**src/rtl/hc_pkg.sv**
```systemverilog
// Shared healthcare-store definitions: record width, bank ids,
// and the record-store FSM state encoding.
package hc_pkg;

  localparam int REC_DW = 8;

  localparam logic BANK_P = 1'b0;
  localparam logic BANK_Q = 1'b1;

  typedef enum logic [1:0] {
    S_IDLE  = 2'd0,
    S_RESP  = 2'd1,
    S_CLEAR = 2'd2
  } state_t;

endpackage

```
**src/rtl/record_ring.sv**
```systemverilog
// One bank of records: DEPTH-entry ring with push/pop/wipe.
// Ports: push/pop (pre-qualified by owner), wipe_en/wipe_idx
// zero one entry, wipe_done resets pointers and count;
// rdata is the head entry, count/full/empty report occupancy.
module record_ring #(
  parameter int DEPTH = 8,
  parameter int DW    = 8,
  parameter int CW    = 4,
  parameter int AW    = $clog2(DEPTH)
) (
  input  logic          clock,
  input  logic          reset,
  input  logic          push,
  input  logic          pop,
  input  logic [DW-1:0] wdata,
  input  logic          wipe_en,
  input  logic [AW-1:0] wipe_idx,
  input  logic          wipe_done,
  output logic [DW-1:0] rdata,
  output logic [CW-1:0] count,
  output logic          full,
  output logic          empty
);

  logic [DW-1:0] mem [DEPTH];
  logic [AW-1:0] wptr;
  logic [AW-1:0] rptr;

  assign full  = (count == CW'(DEPTH));
  assign empty = (count == '0);
  assign rdata = mem[rptr];

  // Storage has no reset; its contents are don't-care
  // until written.
  always_ff @(posedge clock) begin
    if (wipe_en) begin
      mem[wipe_idx] <= '0;
    end else if (push) begin
      mem[wptr] <= wdata;
    end
  end

  // A push into a full ring is only issued alongside a pop,
  // so the head slot is read before it is overwritten.
  always_ff @(posedge clock or posedge reset) begin
    if (reset) begin
      wptr  <= '0;
      rptr  <= '0;
      count <= '0;
    end else if (wipe_done) begin
      wptr  <= '0;
      rptr  <= '0;
      count <= '0;
    end else begin
      if (push) wptr <= wptr + AW'(1);
      if (pop)  rptr <= rptr + AW'(1);
      count <= count + CW'(push) - CW'(pop);
    end
  end

endmodule

```
**src/rtl/patient_record_store.sv**
```systemverilog
// Two-bank record store fed by write grants, drained by a
// req/valid read port, wiped by a multi-cycle clear.
// Ports: clock/reset; writeRegP/writeRegQ/data_in append;
// read_req/read_sel/clear commands (sampled in IDLE);
// read_data/read_valid/read_err response; countP/countQ,
// sticky overflow and busy status.
module patient_record_store
  import hc_pkg::*;
#(
  parameter int DEPTH = 8,
  parameter int DW    = REC_DW,
  parameter int CW    = 4
) (
  input  logic          clock,
  input  logic          reset,
  input  logic          writeRegP,
  input  logic          writeRegQ,
  input  logic [DW-1:0] data_in,
  input  logic          read_req,
  input  logic          read_sel,
  input  logic          clear,
  output logic [DW-1:0] read_data,
  output logic          read_valid,
  output logic          read_err,
  output logic [CW-1:0] countP,
  output logic [CW-1:0] countQ,
  output logic          overflow,
  output logic          busy
);

  localparam int AW = $clog2(DEPTH);

  state_t        state;
  state_t        nstate;
  logic [AW-1:0] clr_idx;

  logic [DW-1:0] rdata_p, rdata_q;
  logic          full_p, full_q;
  logic          empty_p, empty_q;

  logic          in_idle, in_clear;
  logic          rd_go;
  logic          sel_empty;
  logic [DW-1:0] sel_data;
  logic          pop_p, pop_q;
  logic          wr_p, wr_q;
  logic          push_p, push_q;
  logic          drop;
  logic          wipe_done;

  logic          rv_n;
  logic          rerr_n;
  logic [DW-1:0] rdata_n;

  assign in_idle  = (state == S_IDLE);
  assign in_clear = (state == S_CLEAR);
  assign busy     = !in_idle;

  // clear outranks read_req when both arrive in IDLE
  assign rd_go = in_idle && !clear && read_req;

  assign sel_empty =
    (read_sel == BANK_Q) ? empty_q : empty_p;
  assign sel_data =
    (read_sel == BANK_Q) ? rdata_q : rdata_p;

  assign pop_p = rd_go && (read_sel == BANK_P) && !empty_p;
  assign pop_q = rd_go && (read_sel == BANK_Q) && !empty_q;

  assign wr_p = writeRegP && !in_clear;
  assign wr_q = writeRegQ && !in_clear;

  // a full bank still accepts a write when it pops this edge
  assign push_p = wr_p && (!full_p || pop_p);
  assign push_q = wr_q && (!full_q || pop_q);

  assign drop = (wr_p && !push_p) || (wr_q && !push_q);

  assign wipe_done =
    in_clear && (clr_idx == AW'(DEPTH - 1));

  always_comb begin
    nstate  = state;
    rv_n    = 1'b0;
    rerr_n  = 1'b0;
    rdata_n = '0;
    unique case (state)
      S_IDLE: begin
        if (clear) begin
          nstate = S_CLEAR;
        end else if (read_req) begin
          nstate  = S_RESP;
          rv_n    = 1'b1;
          rerr_n  = sel_empty;
          rdata_n = sel_empty ? '0 : sel_data;
        end
      end
      S_RESP:  nstate = S_IDLE;
      S_CLEAR: if (wipe_done) nstate = S_IDLE;
      default: nstate = S_IDLE;
    endcase
  end

  always_ff @(posedge clock or posedge reset) begin
    if (reset) begin
      state      <= S_IDLE;
      clr_idx    <= '0;
      read_valid <= 1'b0;
      read_err   <= 1'b0;
      read_data  <= '0;
      overflow   <= 1'b0;
    end else begin
      state      <= nstate;
      clr_idx    <= in_clear ? clr_idx + AW'(1) : '0;
      read_valid <= rv_n;
      read_err   <= rerr_n;
      read_data  <= rdata_n;
      overflow   <= overflow | drop;
    end
  end

  record_ring #(
    .DEPTH(DEPTH), .DW(DW), .CW(CW), .AW(AW)
  ) u_ring_p (
    .clock    (clock),
    .reset    (reset),
    .push     (push_p),
    .pop      (pop_p),
    .wdata    (data_in),
    .wipe_en  (in_clear),
    .wipe_idx (clr_idx),
    .wipe_done(wipe_done),
    .rdata    (rdata_p),
    .count    (countP),
    .full     (full_p),
    .empty    (empty_p)
  );

  record_ring #(
    .DEPTH(DEPTH), .DW(DW), .CW(CW), .AW(AW)
  ) u_ring_q (
    .clock    (clock),
    .reset    (reset),
    .push     (push_q),
    .pop      (pop_q),
    .wdata    (data_in),
    .wipe_en  (in_clear),
    .wipe_idx (clr_idx),
    .wipe_done(wipe_done),
    .rdata    (rdata_q),
    .count    (countQ),
    .full     (full_q),
    .empty    (empty_q)
  );

endmodule
```
**config.mk**
```make
export PLATFORM = sky130hd
export DESIGN_NAME = patient_record_store
export DESIGN_NICKNAME = d
export VERILOG_FILES = /design/src/rtl/hc_pkg.sv /design/src/rtl/record_ring.sv /design/src/rtl/patient_record_store.sv
export SDC_FILE = /design/constraint.sdc
export NUM_CORES = 1
export LEC_CHECK = 0
export BUFFER_PORTS_ARGS = -buffer_cell sky130_fd_sc_hd__buf_4
export CORE_MARGIN = 2
export CORE_UTILIZATION = 25
export CTS_BUF_LIST = sky130_fd_sc_hd__clkbuf_16
export DETAILED_ROUTE_END_ITERATION = 6
export PLACE_DENSITY_LB_ADDON = 0.25
export SETUP_SLACK_MARGIN = 0.02
export SLEW_MARGIN = 20
export SYNTH_ARGS = -nofsm -noshare
export SYNTH_HDL_FRONTEND = slang
export SYNTH_SLANG_ARGS = --single-unit
```
**constraint.sdc**
```tcl
create_clock -name clock -period 2.6 [get_ports clock]
set_input_delay 0.26 -clock clock [delete_from_list [all_inputs] [get_ports clock]]
set_output_delay 0.26 -clock clock [all_outputs]
set_load 0.02 [all_outputs]
```
# After elaboration in Yosys (flattened, before gate mapping)
# Memory sizes are Yosys's and may differ from the RTL's.
# Cells that the tools add are included.
op_classes:
  n_addsub: 9
  eq_ne: 6
  muxes: 41
  n_bitwise: 2
  reduce_logical: 35
ops:
  columns: ["cell", "count"]
  rows:
  - ["8-bit two-way mux", 7]
  - ["3-bit two-way mux", 11]
  - ["1-bit two-way mux", 17]
  - ["8-bit OR reduction", 2]
  - ["3-bit by 1-bit adder with 3-bit output, second input constant", 5]
  - ["1-bit logical AND", 13]
  - ["1-bit zero test", 9]
  - ["4-bit by 1-bit adder with 4-bit output", 2]
  - ["4-bit equality test, second input constant", 2]
  - ["4-bit zero test", 2]
  - ["4-bit two-way mux", 2]
  - ["2-bit nonzero test", 4]
  - ["4-bit by 1-bit subtractor with 4-bit output", 2]
  - ["2-bit two-way mux", 3]
  - ["2-bit case mux with 2 select lines", 1]
  - ["3-bit equality test, second input constant", 1]
  - ["1-bit logical OR", 3]
  - ["3-bit inequality test, second input constant", 1]
  - ["2-bit equality test, second input constant", 1]
  - ["2-bit zero test", 1]
  - ["2-bit by 1-bit inequality test with 1-bit output, second input constant", 1]
  - ["2-bit AND reduction", 1]
  - ["1-bit inverter", 1]
  - ["1-bit bitwise OR", 1]
totals:
  regBits: 36
  mem_bits_rw: 128
  inputBits: 15
  output_inout_bits: 20
  mem_count: 2
memory_table:
  columns: ["name", "words", "word_bits", "rd", "rd_ports_with_merged_regs", "write_ports", "line_no", "text"]
  rows:
  - ["u_ring_p.mem", 8, 8, 1, 0, 1, "record_ring.sv:25", "logic [DW-1:0] mem [DEPTH];"]
  - ["u_ring_q.mem", 8, 8, 1, 0, 1, "record_ring.sv:25", null]

# Depth between registers and ports, before layout
# Gate-level depths: netlist (run 1).
logic_depth:
  depth_word: 12
  ltp_mapped: 13
  depth_no_buf: 12

# Cells and area by module
# A second synthesis (run 1) with hierarchy kept.
hier_totals:
  cells_unflattened: 425
  hier_area_um2: 7176.9
by_module_without_submodules:
  columns: ["module", "n_inst", "cells_per_inst", "area_per_inst_um2", "seq_area_each_um2"]
  rows:
  - ["record_ring", 2, 181, 3234.4, 2172.1]
  - ["patient_record_store", 1, 63, 708.2, 400.4]

# Least setup slack after synthesis (run 1)
# OpenSTA, ideal clock, no wires.
synth_path:
  path_kind: "register -> register"
  from: "register u_ring_q.count[2]"
  to: "register u_ring_q.count[2]"
  setup_time_ns: 0.132
  arrival_time_ns: 2.747
  t_required_ns: 2.468
  path_slack_ns: -0.279
  stages_incl_launch_ff: 13
  path_buffers: 1
  path_cell_list: "dfrtp_1 inv_1 ha_1 or3b_2 nand3_1 clkbuf_1 inv_1 ha_1 inv_1 ha_1 fa_1 xnor2_1 nor2_1"
synth_via:
  elab_chain_len: 8
synth_lines:
  columns: ["item", "line_no", "text"]
  rows:
  - ["start, declared", "record_ring.sv:20", "output logic [CW-1:0] count,"]
  - ["start signal, assigned", "record_ring.sv:57", "count <= count + CW'(push) - CW'(pop);"]
  - ["4-bit zero test", "record_ring.sv:30", "assign empty = (count == '0);"]
  - ["1-bit zero test", "patient_record_store.sv:68", "assign pop_q = rd_go && (read_sel == BANK_Q) && !empty_q;"]
  - ["1-bit logical AND", "patient_record_store.sv:68", null]
  - ["1-bit logical OR", "patient_record_store.sv:75", "assign push_q = wr_q && (!full_q || pop_q);"]
  - ["1-bit logical AND", "patient_record_store.sv:75", null]
  - ["4-bit by 1-bit adder with 4-bit output", "record_ring.sv:57", null]
  - ["4-bit by 1-bit subtractor with 4-bit output (*)", "record_ring.sv:57", null]
  - ["4-bit two-way mux (*)", "record_ring.sv:50", "end else if (wipe_done) begin"]
# Mark *: on every way between the ends. The rest lies on a longest branch, timed or not.
# A chain may end at the register's enable or synchronous reset.

# Final worst setup path (run 1)
layout_path:
  from: "register state[0]"
  to: "memory u_ring_q.mem[0][0], enable pin"
layout_via:
  elab_chain_len: 12
layout_lines:
  columns: ["item", "line_no", "text"]
  rows:
  - ["start, declared", "patient_record_store.sv:33", "state_t state;"]
  - ["start signal, assigned", "patient_record_store.sv:113", "state <= nstate;"]
  - ["2-bit zero test", "patient_record_store.sv:55", "assign in_idle = (state == S_IDLE);"]
  - ["1-bit logical AND (2 in series)", "patient_record_store.sv:60", "assign rd_go = in_idle && !clear && read_req;"]
  - ["1-bit logical AND (2 in series)", "patient_record_store.sv:68", null]
  - ["1-bit logical OR", "patient_record_store.sv:75", null]
  - ["1-bit logical AND", "patient_record_store.sv:75", null]
  - ["1-bit two-way mux", "record_ring.sv:38", "end else if (push) begin"]
  - ["1-bit two-way mux", "record_ring.sv:36", "if (wipe_en) begin"]
  - ["1-bit two-way mux (not written as such)", "record_ring.sv:39", "mem[wptr] <= wdata;"]
  - ["8-bit OR reduction (no line)", null, null]
  - ["3-bit two-way mux (no line) or 1-bit two-way mux (tied branches)", null, null]
  - ["end, declared", "record_ring.sv:25", null]
# Parallel ways exist; a longest one is shown, timed or not.

==> results of run 1 <==
how the worst max path moves through the flow:
| stage | endpoint | cells after the start |
|---|---|---|
| final | u_ring_q.mem[0][0] | 5 |
| after detailed placement | u_ring_q.mem[0][4] | 5 |
| after CTS | u_ring_q.count[2] | 11 |
| after global routing | u_ring_q.count[3] | 11 |
| after global placement | u_ring_q.mem[0][2] | 5 |
| after floorplan | u_ring_p.mem[3][0] | 5 |
flip-flops by register name, indices dropped and copies added (netlist names):
register,flops
read_data,8
state,2
u_ring_p.count,4
u_ring_q.mem,64
u_ring_q.count,4
u_ring_q.wptr,3
clr_idx,3
u_ring_q.rptr,3
read_err,1
u_ring_p.rptr,3
read_valid,1
u_ring_p.mem,64
u_ring_p.wptr,3
overflow,1
worst min-delay path: stages:
cell	delay, ns
buf_4	0.12
nor2_1	0.08
a211oi_1	0.06
layer usage:
layer	vias to the layer above	track usage (%)	part of all wire [%]
li1	1849	-	-
met1	1959	16.4	49
met2	78	17.3	45
met3	17	3.56	4.6
met4	0	3.43	1.2
met5	-	0	0
final cells by class:
class | instances | area (sq um)
Timing Repair Buffer | 69 | 571
Clock buffer | 17 | 425
Multi-Input combinational cell | 242 | 2120
Tap cell | 378 | 473
Clock inverter | 15 | 134
Sequential cell | 164 | 4750
Inverter | 17 | 66.3
Fill cell | 2781 | 19100
cells by family (layout without fill, tap and decap cells):
kind of cell             count (synthesis)  count (layout)  share of synthesized area [%]
flip-flops                             164             164                           68.2
AND/OR/NAND/NOR                         92              92                           7.06
adder cells (fa/ha/maj)                 20              20                           3.81
buffers and inverters                   39             118                           2.19
XOR/XNOR                                 7               7                          0.881
multiplexers                            48              48                           10.5
AO/OA/AOI/OAI                           75              75                           7.39
placed cells by master, fill, tap and decap left out, types with 3 or more instances in the layout:
cell,n
o22ai_1,13
xnor2_1,5
o21ai_0,18
o21ai_1,4
clkinvlp_4,3
clkbuf_16,17
ha_1,17
nand2_1,17
nor2b_1,3
mux2_2,21
a21oi_1,13
and3_1,17
buf_4,64
mux2i_1,9
o221ai_1,6
edfxtp_1,128
and2_1,9
mux4_2,18
nand3_1,10
nor2_1,17
nand2b_1,8
inv_6,3
dfrtp_1,34
buf_12,4
a22o_1,7
inv_1,18
what timing repair did:
action                                  in CTS  in global routing
hold buffers                                 1                  0
gates resized for setup                      1                  5
endpoints found under the hold margin       36                  0
pin swaps                                    0                  2
endpoints found under the setup margin      10                 12
metrics by stage:
step	hold slack [ns]	instance area, sq um	worst slack (ns)	TNS [ns]
after detailed placement	0.432	7940	0.0195	0
after CTS	0.110	8510	0.0957	0
after global routing	0.136	8540	0.0467	0
final	0.124	8540	0.181	0
after global placement	0.406	7940	0.0568	0
after floorplan	0.402	7010	-0.0471	-1.05
power breakdown:
group | internal (W) | leakage [nW] | switching (W)
Sequential | 0.00372 | 1.67 | 0.000395
Clock | 0.00133 | 0.272 | 0.00106
Combinational | 0.00151 | 1.25 | 0.00179
==> run summary, run 1 <==
skew final: 0.0114 ns
Post-synth ARST share: 22.0%
Root Buffer: clkbuf_16
Worst IR Drop VDD: 427 uV
# rows: 61
Worst Path Class, Setup: reg2reg
Post-DP HPWL: 11,100 um
syn avg cell area: 15.6 sq um
crit share post-route: 93.0%
DRT iter0 DRCs: 192
cell family with most CP delay: simple AND/OR/NAND/NOR gates
actual slew at the worst max-slew pin: 0.639 ns
H-tree depth: 4
Buffers on Ports: 34
top-count cell post-synth: edfxtp_1
pin count of the biggest net entering global routing: 37
Fmax: 413 MHz
FF-to-FF End: u_ring_q.mem[0][0]
via count: 3,903
Net Count, Synth: 480
CP Launch Type: flip-flop
status: finished, final reports clean
Post-DRT Antenna Nets: 0
top-area cell type share of the netlist area: 55.2%
setup bufs post-CTS: 0
Avg WL per Cell: 17.7 um
clk buf depth: 2
max-cap viol count: 0
Top FF cell, synth: edfxtp_1
Hold EP: state[1]
crit-path cells: or4b_4, o311a_1, or3_4, o31ai_4, buf_12
Post-Layout Cell Count: 902
setup violators final: 0
Worst-Skew Late Latency: 0.43 ns
Initial Utilization: 25.2%
Leak: 3.20 nW
drt total wl: 15,900 um
die width: 171 um
CP bufs+invs: 1
num ports: 35
pwr dens: 1150 nW/um^2
vias in the first global route: 4,155
initial antenna violation count: 0
total CTS buffers: 17
cell taking the most area after synthesis: edfxtp_1
core area: 27,600 sq um
synthesized cell area: 6960 sq um
Die Height: 171 um
first-pass GRT wire length: 24,700 um
Worst R2R Start: state[0]
R2R cell count: 5
Data required, critical path: 2.74 ns
Synth Instances: 445
post-synthesis register bit count: 164
most frequent cells after synthesis: edfxtp_1, dfrtp_1, mux2_2
remaining global-route overflow: 0
share of cells above drive strength 1: 29.8%
CP startpoint: state[0]
reg2reg setup slack: 0.18 ns
DR DRC count: 0
TritonRoute pass-1 iters: 4
Yosys warnings: 0
Clock Sinks: 164
Final Max Slew Viols: 0
Tot Pwr: 0.00979 W
fin crit period: 2.42 ns
Hold WC Path Type: in2reg
Worst path max stage delay: 0.56 ns
hold wc startpoint: clear
Crit Path Max Fanout: 8
Arr. time, crit path: 2.56 ns
Slew HR: 57.4%
Post-Route Utilization: 30.9%
Antenna Cells: 0
hold path cells: 3
Die Area: 29,200 sq um
Distinct cells, synth: 42
Cells after DPL: 869
Area growth syn-to-layout: 22.6%
CP endpoint kind: flip-flop
Worst path slowest cell: or4b_4
Synth area leaders: edfxtp_1, dfrtp_1, mux4_2
CTS tree: yes
clock slew at reported path FFs: 0.06 ns
register area share after synthesis: 68.2%
RSZ-0062 raised after global routing: false
nets: 546
Total GRT Usage: 11.7%
RD Place Congestion: 0.784
final hold violations: 0
Post-synth EDFFs: 128
DR vias/cell: 4.33
No activity file was read; power rests on OpenSTA's default activity.
==> run 2: changes to the inputs <==
--- a/config.mk
+++ b/config.mk
@@ -7,7 +7,7 @@
 export LEC_CHECK = 0
 export BUFFER_PORTS_ARGS = -buffer_cell sky130_fd_sc_hd__buf_4
 export CORE_MARGIN = 2
-export CORE_UTILIZATION = 25
+export CORE_UTILIZATION = 55
 export CTS_BUF_LIST = sky130_fd_sc_hd__clkbuf_16
 export DETAILED_ROUTE_END_ITERATION = 6
 export PLACE_DENSITY_LB_ADDON = 0.25
==> run summary, run 2 (same netlist as run 1, synthesis figures left out) <==
status: finished, final reports clean
Worst Path Class, Setup: reg2reg
drt total wl: 14,500 um
commonest non-fill, non-tap cells in the layout: edfxtp_1, buf_4, dfrtp_1
Placement Setup Slack: -0.0714 ns
Initial Utilization: 55.8%
DRT iter0 DRCs: 347
Crit Path Max Fanout: 6
commonest non-fill, non-tap cell in the layout: edfxtp_1
final worst slack: 0.140 ns
total CTS buffers: 17
# rows: 41
setup violators final: 0
initial antenna violation count: 0
cell family with most CP delay: simple AND/OR/NAND/NOR gates
setup bufs post-CTS: 0
Final Max Slew Viols: 0
CP bufs+invs: 0
remaining global-route overflow: 0
Post-DRT Antenna Nets: 0
Stages on worst setup path: 6
nets: 543
Root Buffer: clkbuf_16
Slew HR: 39.1%
fin crit period: 2.46 ns
max-cap viol count: 0
core area: 12,500 sq um
Worst IR Drop VDD: 611 uV
crit share post-route: 94.6%
Worst path max stage delay: 0.59 ns
Die Height: 117 um
pwr dens: 1200 nW/um^2
top flop regs: u_ring_p.mem x64, u_ring_q.mem x64, read_data x8
clk buf depth: 2
Avg WL per Cell: 20.9 um
share of cells above drive strength 1: 29.4%
H-tree depth: 4
Total GRT Usage: 23.4%
reg2reg setup slack: 0.14 ns
R2R cell count: 6
Fmax: 407 MHz
Area growth syn-to-layout: 19.3%
vias in the first global route: 4,139
Worst path slowest cell: or4b_4
CTS tree: yes
pin count of the biggest net entering global routing: 37
die width: 117 um
num ports: 35
RSZ-0062 raised after global routing: false
skew final: 0.00901 ns
via count: 4,075
placement-stage cell area: 7650 sq um
Post-DP HPWL: 9880 um
hold_ws: 0.130 ns
Arr. time, crit path: 2.77 ns
M1 wire length: 6260 um
Routed met3 length: 879 um
WL met2: 7020 um
Leak: 3.20 nW
hold path cells: 3
Clock Sinks: 164
final hold violations: 0
Hold WC Path Type: in2reg
Worst-Skew Late Latency: 0.43 ns
CP Launch Type: flip-flop
RD Place Congestion: 0.799
DR vias/cell: 5.88
post-route cell area: 8310 sq um
Top Layer Used: met4
Data required, critical path: 2.91 ns
first-pass GRT wire length: 22,700 um
Die Area: 13,600 sq um
TritonRoute pass-1 iters: 4
Buffers on Ports: 34
crit-path cells: or4b_4, o311a_1, nor2_1, ha_1, fa_2, and2_1
clock slew at reported path FFs: 0.06 ns
DR DRC count: 0
Antenna Cells: 0
CP endpoint kind: flip-flop
actual slew at the worst max-slew pin: 0.913 ns
## run 2: power breakdown
group          switching [W]  total [W]  internal (W)
logic                0.00181    0.00329       0.00148
clock network       0.000993    0.00259       0.00159
registers           0.000380    0.00410       0.00372
## run 2: worst register-to-register path: stages, from the launching register on
cell and delay (ns):
dfrtp_1 0.39, or4b_4 0.59, o311a_1 0.35, nor2_1 0.19, ha_1 0.23, fa_2 0.44
and2_1 0.16
## run 2: final timing paths
check	from	to
max	state[1]	u_ring_q.count[1]
min in group asynchronous	reset	overflow
min reg2reg	state[0]	state[1]
max in group asynchronous	reset	u_ring_q.count[3]
max reg2reg	state[1]	u_ring_q.count[1]
min	clear	state[1]
## run 2: final cells by class
class	instances	area, sq um
timing repair buffer	66	536
tap	172	215
inverter	17	63.8
clock inverter	15	189
fill	850	4160
sequential	164	4750
multi-input combinational	242	2130
clock buffer	17	425
## run 2: metrics by stage
step / instances / TNS (ns) / total power (W) / util [%]
2_1_floorplan: 445 / -1.05 / 0.00619 / -
3_3_place_gp: 660 / 0 / 0.00725 / 61.4
3_5_place_dp: 660 / -0.631 / 0.00739 / 61.4
4_1_cts: 693 / 0 / 0.00998 / 66.4
5_1_grt: 693 / 0 / 0.0105 / 66.6
6_report: 693 / 0 / 0.00998 / 66.6
## run 2: repair_timing
action | 4_1_cts | 5_1_grt
endpoints found under the hold margin | 36 | 0
resized for setup | 2 | 7
hold buffers | 1 | 0
setup endpoints to repair | 23 | 43
pin swaps | 0 | 2
## run 2: layer usage
metal,up-vias,global-route usage [%]
li1,1846,-
met1,2024,32.8
met2,181,36.0
met3,24,5.71
met4,0,8.89
met5,-,0
==> run 3: changes to the inputs <==
--- a/config.mk
+++ b/config.mk
@@ -5,8 +5,9 @@
 export SDC_FILE = /design/constraint.sdc
 export NUM_CORES = 1
 export LEC_CHECK = 0
+export ABC_AREA = 1
 export BUFFER_PORTS_ARGS = -buffer_cell sky130_fd_sc_hd__buf_4
-export CORE_MARGIN = 2
+export CORE_MARGIN = 3
 export CORE_UTILIZATION = 55
 export CTS_BUF_LIST = sky130_fd_sc_hd__clkbuf_16
 export DETAILED_ROUTE_END_ITERATION = 6
==> run summary, run 3 <==
TritonRoute pass-1 iters: 5
top-count cell post-synth: nor2_1
final worst slack: 0.217 ns
Data required, critical path: 2.91 ns
Clock Sinks: 164
Post-DP HPWL: 10,400 um
initial antenna violation count: 0
remaining global-route overflow: 0
clk buf depth: 2
# rows: 41
Root Buffer: clkbuf_16
via count: 5,011
Top FF cell, synth: edfxtp_1
RSZ-0062 raised after global routing: false
Worst-Skew Late Latency: 0.43 ns
share of cells above drive strength 1: 16.9%
Slew HR: 51.4%
top flop regs: u_ring_p.mem x64, u_ring_q.mem x64, read_data x8
DR DRC count: 0
Arr. time, crit path: 2.69 ns
total CTS buffers: 17
pin count of the biggest net entering global routing: 37
Avg WL per Cell: 18.0 um
nets: 746
Post-synth EDFFs: 128
register area share after synthesis: 65.2%
drt total wl: 16,100 um
Initial Utilization: 57.0%
RD Place Congestion: 0.840
Setup Total Neg Slack: 0 ns
num ports: 35
Fmax: 420 MHz
max-cap viol count: 0
final hold violations: 0
Die Area: 14,700 sq um
top-area cell type share of the netlist area: 52.8%
synthesized cell area: 7280 sq um
CTS tree: yes
Synth area leaders: edfxtp_1, dfrtp_1, nor2_1
CP endpoint kind: flip-flop
H-tree depth: 4
first-pass GRT wire length: 25,800 um
CP Launch Type: flip-flop
fin crit period: 2.38 ns
Antenna Cells: 0
Yosys warnings: 0
Buffers on Ports: 34
Final Max Slew Viols: 0
Worst IR Drop VDD: 784 uV
setup violators final: 0
die width: 121 um
cell taking the most area after synthesis: edfxtp_1
most frequent cells after synthesis: nor2_1, edfxtp_1, o21ai_0
Area growth syn-to-layout: 15.5%
DRT iter0 DRCs: 489
Worst Path Class, Setup: reg2reg
vias in the first global route: 5,146
status: finished, final reports clean
Crit Path Max Fanout: 17
hold wc startpoint: clear
skew final: 0.00768 ns
crit share post-route: 91.7%
Net Count, Synth: 696
Synth Instances: 661
Post-DRT Antenna Nets: 0
pwr dens: 1220 nW/um^2
Total GRT Usage: 23.5%
commonest non-fill, non-tap cell in the layout: nor2_1
setup bufs post-CTS: 0
Distinct cells, synth: 33
commonest non-fill, non-tap cells in the layout: nor2_1, edfxtp_1, o21ai_0
Leak: 3.45 nW
core area: 12,800 sq um
Placement Setup Slack: 0.208 ns
syn avg cell area: 11.0 sq um
CP startpoint: u_ring_p.count[2]
clock slew at reported path FFs: 0.06 ns
Die Height: 121 um
post-synthesis register bit count: 164
DR vias/cell: 5.59
Post-synth ARST share: 22.0%
Hold WC Path Type: in2reg
Worst R2R Start: u_ring_p.count[2]
actual slew at the worst max-slew pin: 0.729 ns
-- run 3: cell types whose count changed after synthesis, moves of 11 or more --
cell,previous run,this run
o22ai_1,13,2
buf_2,4,15
o21ai_0,18,68
nor2_1,17,161
mux2_2,21,0
nand3_1,11,57
and3_1,17,0
inv_1,17,43
mux4_2,18,0
nand2_1,17,52
-- run 3: area by class of cell --
cell class                      instances  area (sq um)
Clock buffer                           17           425
Clock inverter                         15           191
Fill cell                             935          4360
Inverter                               54           205
Multi-Input combinational cell        418          2210
Sequential cell                       164          4740
Tap cell                              172           215
Timing Repair Buffer                   56           423
-- run 3: worst paths after layout --
kind,cells past startpoint,to,slack (ns)
max in group asynchronous,4,read_data[7],1.73
worst max register to register,10,u_ring_p.count[2],0.22
worst min-delay path,3,state[1],0.13
worst min register to register,1,overflow,0.49
worst max-delay path,10,u_ring_p.count[2],0.22
min in group asynchronous,4,overflow,0.52
-- run 3: per-stage QoR --
stage	total power, W	hold slack, ns	area [sq um]	instances	util (%)
6_report	0.0103	0.133	8410	896	65.9
5_1_grt	0.0109	0.149	8410	896	65.9
4_1_cts	0.0103	0.118	8410	896	65.8
3_5_place_dp	0.00763	0.420	7780	863	60.9
3_3_place_gp	0.00746	0.412	7780	863	60.9
2_1_floorplan	0.00653	0.421	7280	661	-
-- run 3: critical path, cell delays in order, from the launching register on --
cell and delay, ns:
dfrtp_1 0.38, inv_1 0.11, ha_1 0.18, nor3b_4 0.30, nand2_4 0.13, nand2_4 0.20, clkinv_2 0.11, ha_1 0.23
fa_1 0.39, xnor2_1 0.17, nor2_1 0.06
-- run 3: cell families after synthesis --
| logic type | Yosys count | share of synthesized area (%) |
|---|---|---|
| AO/OA/AOI/OAI | 98 | 7.58 |
| XOR/XNOR | 6 | 0.722 |
| adder cells (fa/ha/maj) | 20 | 3.64 |
| buffers and inverters | 79 | 4.60 |
| flip-flops | 164 | 65.2 |
| AND/OR/NAND/NOR | 294 | 18.3 |
-- run 3: timing repair --
item / in CTS / in global routing
gates resized for setup: 0 / 1
setup endpoints to repair: 0 / 1
hold endpoints to repair: 36 / 0
hold buffers: 1 / 0
-- run 3: report_power, final --
part           total (W)  internal [W]  switching, W
clock            0.00260       0.00159       0.00101
sequential       0.00406       0.00366      0.000395
combinational    0.00359       0.00123       0.00236
total             0.0103       0.00648       0.00377
-- run 3: routing by layer --
| layer | wire length, um | share of wire [%] | vias to the layer above | global-route usage (%) |
|---|---|---|---|---|
| met5 | 0 | 0 | - | 0 |
| met4 | 450 | 2.8 | 0 | 11.3 |
| met3 | 1050 | 6.5 | 34 | 4.94 |
| met2 | 7790 | 48 | 195 | 37.6 |
| met1 | 6820 | 42 | 2426 | 30.7 |
| li1 | - | - | 2356 | - |
